**config.mk**
```make
export PLATFORM = sky130hd
export DESIGN_NAME = sram_arbiter
export DESIGN_NICKNAME = d
export VERILOG_FILES = /design/src/rtl/snn_mem_pkg.sv /design/src/rtl/sram_arbiter_rr_arb2.sv /design/src/rtl/sram_arbiter.sv
export SDC_FILE = /design/constraint.sdc
export NUM_CORES = 1
export LEC_CHECK = 0
export CAP_MARGIN = 15
export CORE_ASPECT_RATIO = 1.5
export CORE_MARGIN = 3
export CORE_UTILIZATION = 39
export CTS_BUF_LIST = sky130_fd_sc_hd__clkbuf_8
export DETAILED_ROUTE_END_ITERATION = 6
export PLACE_DENSITY = 0.8
export SLEW_MARGIN = 15
export SYNTH_ARGS = -nofsm -noshare
export SYNTH_HDL_FRONTEND = slang
export SYNTH_SLANG_ARGS = --single-unit
```
**constraint.sdc**
```tcl
create_clock -name CK -period 3.7 [get_ports CK]
set_clock_uncertainty 0.1 [all_clocks]
set_input_delay 0.74 -clock CK [delete_from_list [all_inputs] [get_ports CK]]
set_output_delay 0.74 -clock CK [all_outputs]
set_load 0.1 [all_outputs]
```
**src/rtl/snn_mem_pkg.sv**
```systemverilog
// snn_mem_pkg: op encodings, SRAM geometry and the saturating adder shared by
// the SRAM access path. Rev 1.0.
`timescale 1ns/1ps
`default_nettype none

package snn_mem_pkg;

  localparam logic [1:0] OP_READ  = 2'b00;
  localparam logic [1:0] OP_WRITE = 2'b01;
  localparam logic [1:0] OP_ADD   = 2'b10;

  localparam int SRAM_AW = 13;
  localparam int SRAM_DW = 32;

  // Signed 32-bit add; when i_sat is set, overflow clamps to the nearest rail.
  function automatic logic [31:0] sat_add32(input logic [31:0] i_a,
                                            input logic [31:0] i_b,
                                            input logic        i_sat);
    logic [31:0] w_s;
    logic        w_ovf;
    w_s   = i_a + i_b;
    w_ovf = (i_a[31] == i_b[31]) && (w_s[31] != i_a[31]);
    if (i_sat && w_ovf)
      return i_a[31] ? 32'h8000_0000 : 32'h7FFF_FFFF;
    return w_s;
  endfunction

endpackage

`default_nettype wire

```
**src/rtl/sram_arbiter_rr_arb2.sv**
```systemverilog
// rr_arb2: two-requester round-robin arbiter; the pointer holds the last
// granted requester, which loses a tie on the next contested cycle. Rev 1.0.
`timescale 1ns/1ps
`default_nettype none

module rr_arb2 (
  input  logic       clk,
  input  logic       rst_n,
  input  logic [1:0] i_req,
  input  logic       i_adv,
  output logic [1:0] o_gnt
);

  logic r_ptr;

  always_comb begin
    o_gnt = 2'b00;
    case (i_req)
      2'b01:   o_gnt = 2'b01;
      2'b10:   o_gnt = 2'b10;
      2'b11:   o_gnt = r_ptr ? 2'b01 : 2'b10;
      default: o_gnt = 2'b00;
    endcase
  end

  always_ff @(posedge clk or negedge rst_n) begin
    if (!rst_n)
      r_ptr <= 1'b0;
    else if (i_adv && (|o_gnt))
      r_ptr <= o_gnt[1];
  end

endmodule

`default_nettype wire

```
**src/rtl/sram_arbiter.sv**
```systemverilog
// sram_arbiter: shares one single-port SRAM between two requesters with
// round-robin grant and an atomic two-cycle fetch-and-add. Rev 1.0.
`timescale 1ns/1ps
`default_nettype none

module sram_arbiter
  import snn_mem_pkg::*;
#(
  parameter int AW  = SRAM_AW,
  parameter int DW  = SRAM_DW,
  parameter int SAT = 1
) (
  input  logic          CK,
  input  logic          RST_N,
  input  logic          p0_valid,
  output logic          p0_ready,
  input  logic [1:0]    p0_op,
  input  logic [AW-1:0] p0_addr,
  input  logic [DW-1:0] p0_wdata,
  output logic          p0_rvalid,
  output logic [DW-1:0] p0_rdata,
  input  logic          p1_valid,
  output logic          p1_ready,
  input  logic [1:0]    p1_op,
  input  logic [AW-1:0] p1_addr,
  input  logic [DW-1:0] p1_wdata,
  output logic          p1_rvalid,
  output logic [DW-1:0] p1_rdata,
  output logic          sram_cs,
  output logic          sram_we,
  output logic [AW-1:0] sram_a,
  output logic [DW-1:0] sram_d,
  input  logic [DW-1:0] sram_q
);

  localparam logic [0:0] S_IDLE   = 1'b0;
  localparam logic [0:0] S_RMW_WR = 1'b1;

  logic [0:0]    r_state;
  logic [AW-1:0] r_addr;
  logic [DW-1:0] r_delta;
  logic          r_port;
  logic [1:0]    r_rvalid;

  logic          w_idle;
  logic          w_rmw;
  logic [1:0]    w_req;
  logic [1:0]    w_gnt;
  logic          w_hs;
  logic          w_sel;
  logic [1:0]    w_op;
  logic [AW-1:0] w_addr;
  logic [DW-1:0] w_wdata;
  logic [DW-1:0] w_sum;

  // RST_N gates the request path so the SRAM pins stay quiet throughout reset.
  assign w_idle  = RST_N && (r_state == S_IDLE);
  assign w_rmw   = RST_N && (r_state == S_RMW_WR);
  assign w_req   = {p1_valid, p0_valid} & {2{w_idle}};
  assign w_hs    = |w_gnt;
  assign w_sel   = w_gnt[1];
  assign w_op    = w_sel ? p1_op    : p0_op;
  assign w_addr  = w_sel ? p1_addr  : p0_addr;
  assign w_wdata = w_sel ? p1_wdata : p0_wdata;
  assign w_sum   = sat_add32(sram_q, r_delta, SAT != 0);

  rr_arb2 u_arb (
    .clk   (CK),
    .rst_n (RST_N),
    .i_req (w_req),
    .i_adv (w_hs),
    .o_gnt (w_gnt)
  );

  assign p0_ready  = w_gnt[0];
  assign p1_ready  = w_gnt[1];
  assign p0_rdata  = sram_q;
  assign p1_rdata  = sram_q;
  assign p0_rvalid = r_rvalid[0] || (w_rmw && !r_port);
  assign p1_rvalid = r_rvalid[1] || (w_rmw &&  r_port);

  always_comb begin
    sram_cs = 1'b0;
    sram_we = 1'b0;
    sram_a  = w_addr;
    sram_d  = w_wdata;
    if (w_rmw) begin
      sram_cs = 1'b1;
      sram_we = 1'b1;
      sram_a  = r_addr;
      sram_d  = w_sum;
    end else if (w_hs) begin
      sram_cs = 1'b1;
      sram_we = (w_op == OP_WRITE);
    end
  end

  always_ff @(posedge CK or negedge RST_N) begin
    if (!RST_N) begin
      r_state  <= S_IDLE;
      r_addr   <= '0;
      r_delta  <= '0;
      r_port   <= 1'b0;
      r_rvalid <= 2'b00;
    end else begin
      r_rvalid <= 2'b00;
      // ADD responds from the RMW_WR cycle instead, alongside the write-back.
      if (w_hs && (w_op != OP_WRITE) && (w_op != OP_ADD))
        r_rvalid[w_sel] <= 1'b1;
      case (r_state)
        S_IDLE: begin
          if (w_hs && (w_op == OP_ADD)) begin
            r_state <= S_RMW_WR;
            r_addr  <= w_addr;
            r_delta <= w_wdata;
            r_port  <= w_sel;
          end
        end
        S_RMW_WR: r_state <= S_IDLE;
        default:  r_state <= S_IDLE;
      endcase
    end
  end

endmodule

`default_nettype wire
```
==> results of run 1 <==
==> flip-flops by register name (all words and copies together) (netlist names) <==
register	count
r_addr	13
r_delta	32
r_port	1
r_rvalid	2
r_state	1
u_arb.r_ptr	1
==> area by class of cell <==
class                      instances  area (um2)
tap                              159         199
clock buffer                       5        68.8
clock inverter                     3        25.0
timing repair buffer             408        4110
inverter                          14        65.1
sequential                        50        1250
multi-input combinational        466        4190
fill                             843        3110
==> cell usage after synthesis, types with 3 or more instances <==
cell,instances,area share
a211oi_1,3,0.0043
a211oi_2,18,0.043
a21o_1,11,0.016
a21oi_1,92,0.088
a21oi_2,19,0.032
a22oi_1,7,0.010
a31oi_1,4,0.0048
and3_2,4,0.0058
buf_4,67,0.097
buf_6,3,0.0065
clkbuf_1,22,0.016
dfrtp_1,50,0.24
ha_1,31,0.074
inv_1,13,0.0094
mux2i_1,48,0.092
nand2_1,38,0.027
nand3_1,6,0.0058
nor2_1,79,0.057
nor2b_1,4,0.0048
nor3_1,5,0.0048
o211ai_1,5,0.0072
o21a_1,3,0.0043
o21ai_0,17,0.016
o21bai_1,4,0.0058
xnor2_1,19,0.032
xor2_1,8,0.013
==> cells by family (layout without fill, tap and decap cells) <==
kind of cell | after synthesis | in the layout | share of synthesized area
muxes | 48 | 48 | 0.0923
adders and majority gates | 33 | 33 | 0.0802
DFF | 50 | 50 | 0.240
xor gates and xnor gates | 27 | 27 | 0.0454
buffers and inverters | 108 | 430 | 0.134
and+or+nand+nor | 154 | 154 | 0.134
AOI/OAI and AO/OA | 204 | 204 | 0.274
==> stage by stage <==
stage                     TNS [ns]  cell area, um2
final                       -20.02            9910
after global routing        -22.50            9910
after CTS                   -20.80            9650
after detailed placement    -33.52            9180
after global placement      -31.95            9180
after floorplan             -22.76            5680
==> path summary, 6_finish.rpt <==
kind                       slack, ns     endpoint  cells past startpoint         from
max                            -0.68   sram_d[24]                     11   sram_q[24]
min                             0.12      r_state                      1        RST_N
max reg2reg                     1.44   r_delta[9]                      8      r_state
min reg2reg                     0.44  u_arb.r_ptr                      1  u_arb.r_ptr
max in group asynchronous       2.48  r_delta[15]                      2        RST_N
min in group CK                 0.44  u_arb.r_ptr                      1  u_arb.r_ptr
==> critical path, stage by stage <==
cell,delay (ns)
clkdlybuf4s50_1,0.46
ha_1,0.32
buf_4,0.15
nand4_1,0.21
or4_4,0.55
buf_4,0.16
and3_2,0.24
nor3_2,0.12
mux2i_1,0.11
o211ai_1,0.20
clkbuf_16,0.28
==> timing repair <==
action	in CTS	in global routing
endpoints found under the setup margin	32	32
pin swaps	37	34
setup buffers	19	6
gates resized for setup	92	41
==> layer usage <==
layer  GRT usage  vias up  share of wire
met5           0        -              0
met4       0.120        0          0.044
met3      0.0373       79          0.052
met2       0.513      297           0.57
met1       0.260     2950           0.33
li1            -     2804              -
==> where the power goes <==
part / internal [mW] / leakage, nW / switching [mW]
Sequential: 0.708 / 0.562 / 0.147
Clock: 0.137 / 0.0447 / 0.224
Combinational: 1.73 / 3.58 / 2.24
Total: 2.58 / 4.18 / 2.61
==> results.ini, run 1 <==
[flow_run]
cap_viol_max_count = 0

[routing]
drtAntennaViolNets = 0
viasPerCell = 5.55
drc_errors = 0
drt-total-wl_mm = 21.4
vias = 6130
wl_per_cell_um = 19.3
dr.pass1.iters = 6
first_iter_violations = 311

[layout]
syn_to_final_growth_pct = 90.2
diodes = 0
fin_nets = 1107
final_core_util = 0.761
final_cell_mix = 220 x buf_4, 106 x clkdlybuf4s50_1, 76 x nor2_1
final_cells = 1105
drive_above_1_share = 0.465
final_common_cell = buf_4

[critical_path]
cp-end-kind = output pin
crit_type = input port to output pin
worstPathMaxFanout = 6
cp.required_ns = 2.86
critPathLaunchType = input port
cp.arrival_ns = 3.54

[placed_design]
io_buffers = 244
gp_routability_congestion = 0.950
pre_cts_slack_ns = -1.13
dp.cells = 1072
dp_hpwl_mm = 15.5

[die]
fp.dieArea_um2 = 14800
core_um2 = 13000
io-pin-count = 245
start_util = 0.400
dieWidth_um = 100
die_h_um = 148
rows = 51

[sta]
slew_violations = 0
fin_crit_sh = 1.18
tightest_slew_ns = 0.694
rsz0062_at_grt = true
slew_headroom = 0.537
hold_viol_final = 0
setup_viol = 32
fmax_mhz = 228
whs_ns = 0.119
min_period_ns = 4.38
layout_setup_ws_ns = -0.681

[global_routing]
track_usage = 0.261
grt-ovfl-total = 0
antenna_found_initial = 0
grt_pass1_vias = 6598
grt_pass1_wl_mm = 31.5
grt_max_degree = 92

[logic_synthesis]
synthCells = 624
synth_flop_cell = dfrtp_1
synth_cell_types = 61
ys_async_sr_fraction = 1.00
ys_ff_latch = 50
avgSynthCellArea_um2 = 8.35
synth_fp_nets = 786
yosysSeqAreaShare = 0.240
ys_warn_count = 0
syn-cell-area_um2 = 5210
synth-edff-count = 0

[clock_tree]
root_buffer = clkbuf_8
htree_levels = 2
clk_pin_slew_ns = 0.11
cts_buffers = 5
clkSinkCount = 50
cts_tree = yes
holdBufCountCts = 0
clk_latency_ns = 0.32
cts_max_path_buffers = 2

[power]
p_per_area_nw_per_um2 = 524
p_leak_nw = 4.18
ir_drop_v = 0.000279
power_mw = 5.19

[outcome]
violations = negative setup slack
status = finished with violations

[worst_hold_path]
hold_path_class = input port to async pin

(Power assumes the default switching activity.)
==> inputs of run 2 (changes only) <==
Settings changed: GPL_ROUTABILITY_DRIVEN set to 0, MAX_ROUTING_LAYER set to met4, SLEW_MARGIN 15 to unset.
==> run 2 against run 1 <==
The run still ends with negative setup slack left. First-iteration DRC count is 6.8% higher. Hold slack improved by 0.011 ns. Total power up 2.9%. Critical path depth increased by 2. Sequential power rose by 1%. Cell count shrank 0.18%.
==> results.ini, run 2 (same netlist as run 1, synthesis figures left out) <==
[global_routing]
grt_pass1_wl_mm = 31.6  ; +0.17%
grt_pass1_vias = 6589  ; -0.14%
antenna_found_initial = 0  ; unchanged
grt-ovfl-total = 0  ; unchanged
grt_max_degree = 92  ; unchanged
track_usage = 0.269  ; +0.00816

[placed_design]
dp_hpwl_mm = 14.8  ; -4.9%
postPlaceCellArea_um2 = 9180  ; about the same
dp.cells = 1073  ; +0.093%
io_buffers = 244  ; unchanged

[layout]
drive_above_1_share = 0.475  ; +0.00946
final_cell_area_um2 = 10100  ; +1.8%
multiInputGateArea_um2 = 4360  ; +4.2%
final_cells = 1103  ; -0.18%
fillers = 749  ; -11%
regArea_um2 = 1250  ; unchanged
syn_to_final_growth_pct = 93.6
largestRegisters = r_delta: 32 flops, r_addr: 13 flops, r_rvalid: 2 flops
fin_nets = 1105  ; -0.18%
top_register = r_delta
final_cell_mix = 217 x buf_4, 98 x clkdlybuf4s50_1, 75 x nor2_1
final_common_cell = buf_4
largest_reg_flops = 32  ; unchanged
diodes = 0  ; unchanged

[flow_run]
cap_viol_max_count = 0  ; unchanged

[die]
die_h_um = 148  ; unchanged
io-pin-count = 245  ; unchanged
core_um2 = 13000  ; unchanged
rows = 51  ; unchanged
fp.dieArea_um2 = 14800  ; unchanged
dieWidth_um = 100  ; unchanged
start_util = 0.400  ; unchanged

[clock_tree]
cts_tree = yes
root_buffer = clkbuf_8
cts_max_path_buffers = 2  ; unchanged
clk_latency_ns = 0.31  ; about the same
htree_levels = 2  ; unchanged
holdBufCountCts = 0  ; unchanged
cts_buffers = 5  ; unchanged
clkSinkCount = 50  ; unchanged
clk_pin_slew_ns = 0.09  ; -0.02 ns

[critical_path]
cpMaxStageDelayCell = a31oi_1
cp.required_ns = 2.86  ; about the same
worstRegToRegCells = 8  ; unchanged
critPathLaunchType = input port
cp.arrival_ns = 3.58  ; +0.04 ns
worstPathMaxFanout = 4  ; -2
r2r_setup_slack_ns = 1.35  ; -0.09 ns
cp-end-kind = output pin
crit_type = input port to output pin
path_cells = buf_2 -> ha_4 -> o21ai_0 -> or2b_4 -> a41oi_4 -> buf_4 -> o2111ai_1 -> a31oi_1 -> o21ai_0 -> xor2_1 -> nand2_1 -> a22oi_2 -> buf_12
critical_path.max_stage_delay_ns = 0.42  ; -0.13 ns
cpMostUsedCell = o21ai_0

[routing]
drt-total-wl_mm = 22.3  ; +4.4%
viasPerCell = 5.72  ; +3.1%
drc_errors = 0  ; unchanged
wl_per_cell_um = 20.2  ; +4.6%
dr.pass1.iters = 5  ; -1
drtAntennaViolNets = 0  ; unchanged
first_iter_violations = 332  ; +6.8%
vias = 6308  ; +2.9%

[sta]
slew_violations = 0  ; unchanged
fin_tns_setup_ns = -16.83  ; +3.19 ns
slew_headroom = 0.542  ; +0.00522
min_period_ns = 4.42  ; +0.0412 ns
rsz0062_at_grt = true
whs_ns = 0.130  ; +0.0105 ns
fin_crit_sh = 1.20  ; +0.0111
fmax_mhz = 226  ; -0.93%
setup_viol = 32  ; unchanged
hold_viol_final = 0  ; unchanged
tightest_slew_ns = 0.686  ; -0.00783 ns
layout_setup_ws_ns = -0.723  ; -0.0412 ns

[power]
p_leak_nw = 4.22  ; +0.88%
ir_drop_v = 0.000299  ; +7.2%
p_per_area_nw_per_um2 = 529  ; +1.1%

[outcome]
status = finished with violations
violations = negative setup slack

[worst_hold_path]
hold_path_class = input port to async pin

==> run 2: changes by cell type in the layout (fill, tap and decap cells not counted), moves of 4 or more <==
cell,previous run,this run
ha_1,9,3
clkbuf_2,0,5
dlymetal6s2s_1,4,8
a21oi_2,7,11
a211oi_4,8,20
ha_4,20,27
clkdlybuf4s50_1,106,98
a211oi_2,13,1
==> run 2: cell type report <==
cell class | count | share of cell area
multi-input cells | 466 | 0.433
repair buffers | 406 | 0.407
flip-flops and latches | 50 | 0.124
well taps | 159 | 0.0197
clock buffers | 6 | 0.00819
inverters | 14 | 0.00645
clock inverters | 2 | 0.00124
==> run 2: report_power, final <==
group / switching (mW) / internal [mW]
registers: 0.159 / 0.708
logic: 2.34 / 1.77
clock network: 0.212 / 0.151
==> run 2: final timing paths <==
kind | startpoint | endpoint
worst max-delay path | sram_q[5] | sram_d[25]
worst max register to register | r_state | r_delta[29]
min in group CK | r_port | r_port
worst min register to register | r_port | r_port
worst min-delay path | RST_N | r_state
max in group asynchronous | RST_N | r_delta[3]
==> run 2: repair_timing <==
action,CTS,global route
endpoints found under the setup margin,32,32
gates cloned,1,0
endpoints found under the hold margin,0,0
gates resized for setup,106,73
pin swaps,39,39
buffers inserted,12,10
==> run 2: per-stage QoR <==
stage	util	total power, mW	worst slack, ns
after floorplan	-	3.00	-0.911
after global placement	0.705	4.15	-1.06
after detailed placement	0.705	4.24	-1.15
after CTS	0.744	4.88	-0.630
after global routing	0.775	5.57	-0.731
final	0.775	5.34	-0.723
==> run 2: per-layer routing <==
metal,vias up,part of all wire,track usage
li1,2788,-,-
met1,3032,0.33,0.270
met2,368,0.56,0.504
met3,120,0.056,0.0316
met4,0,0.052,0.129
met5,-,0,-
==> run 2: worst max-delay path, delay by kind of cell <==
kind                     cells  cell delay, ns
AO/OA/AOI/OAI                6            1.49
buffers and inverters        3            0.51
AND/OR/NAND/NOR              2            0.41
adder cells (fa/ha/maj)      1            0.24
XOR/XNOR                     1            0.19
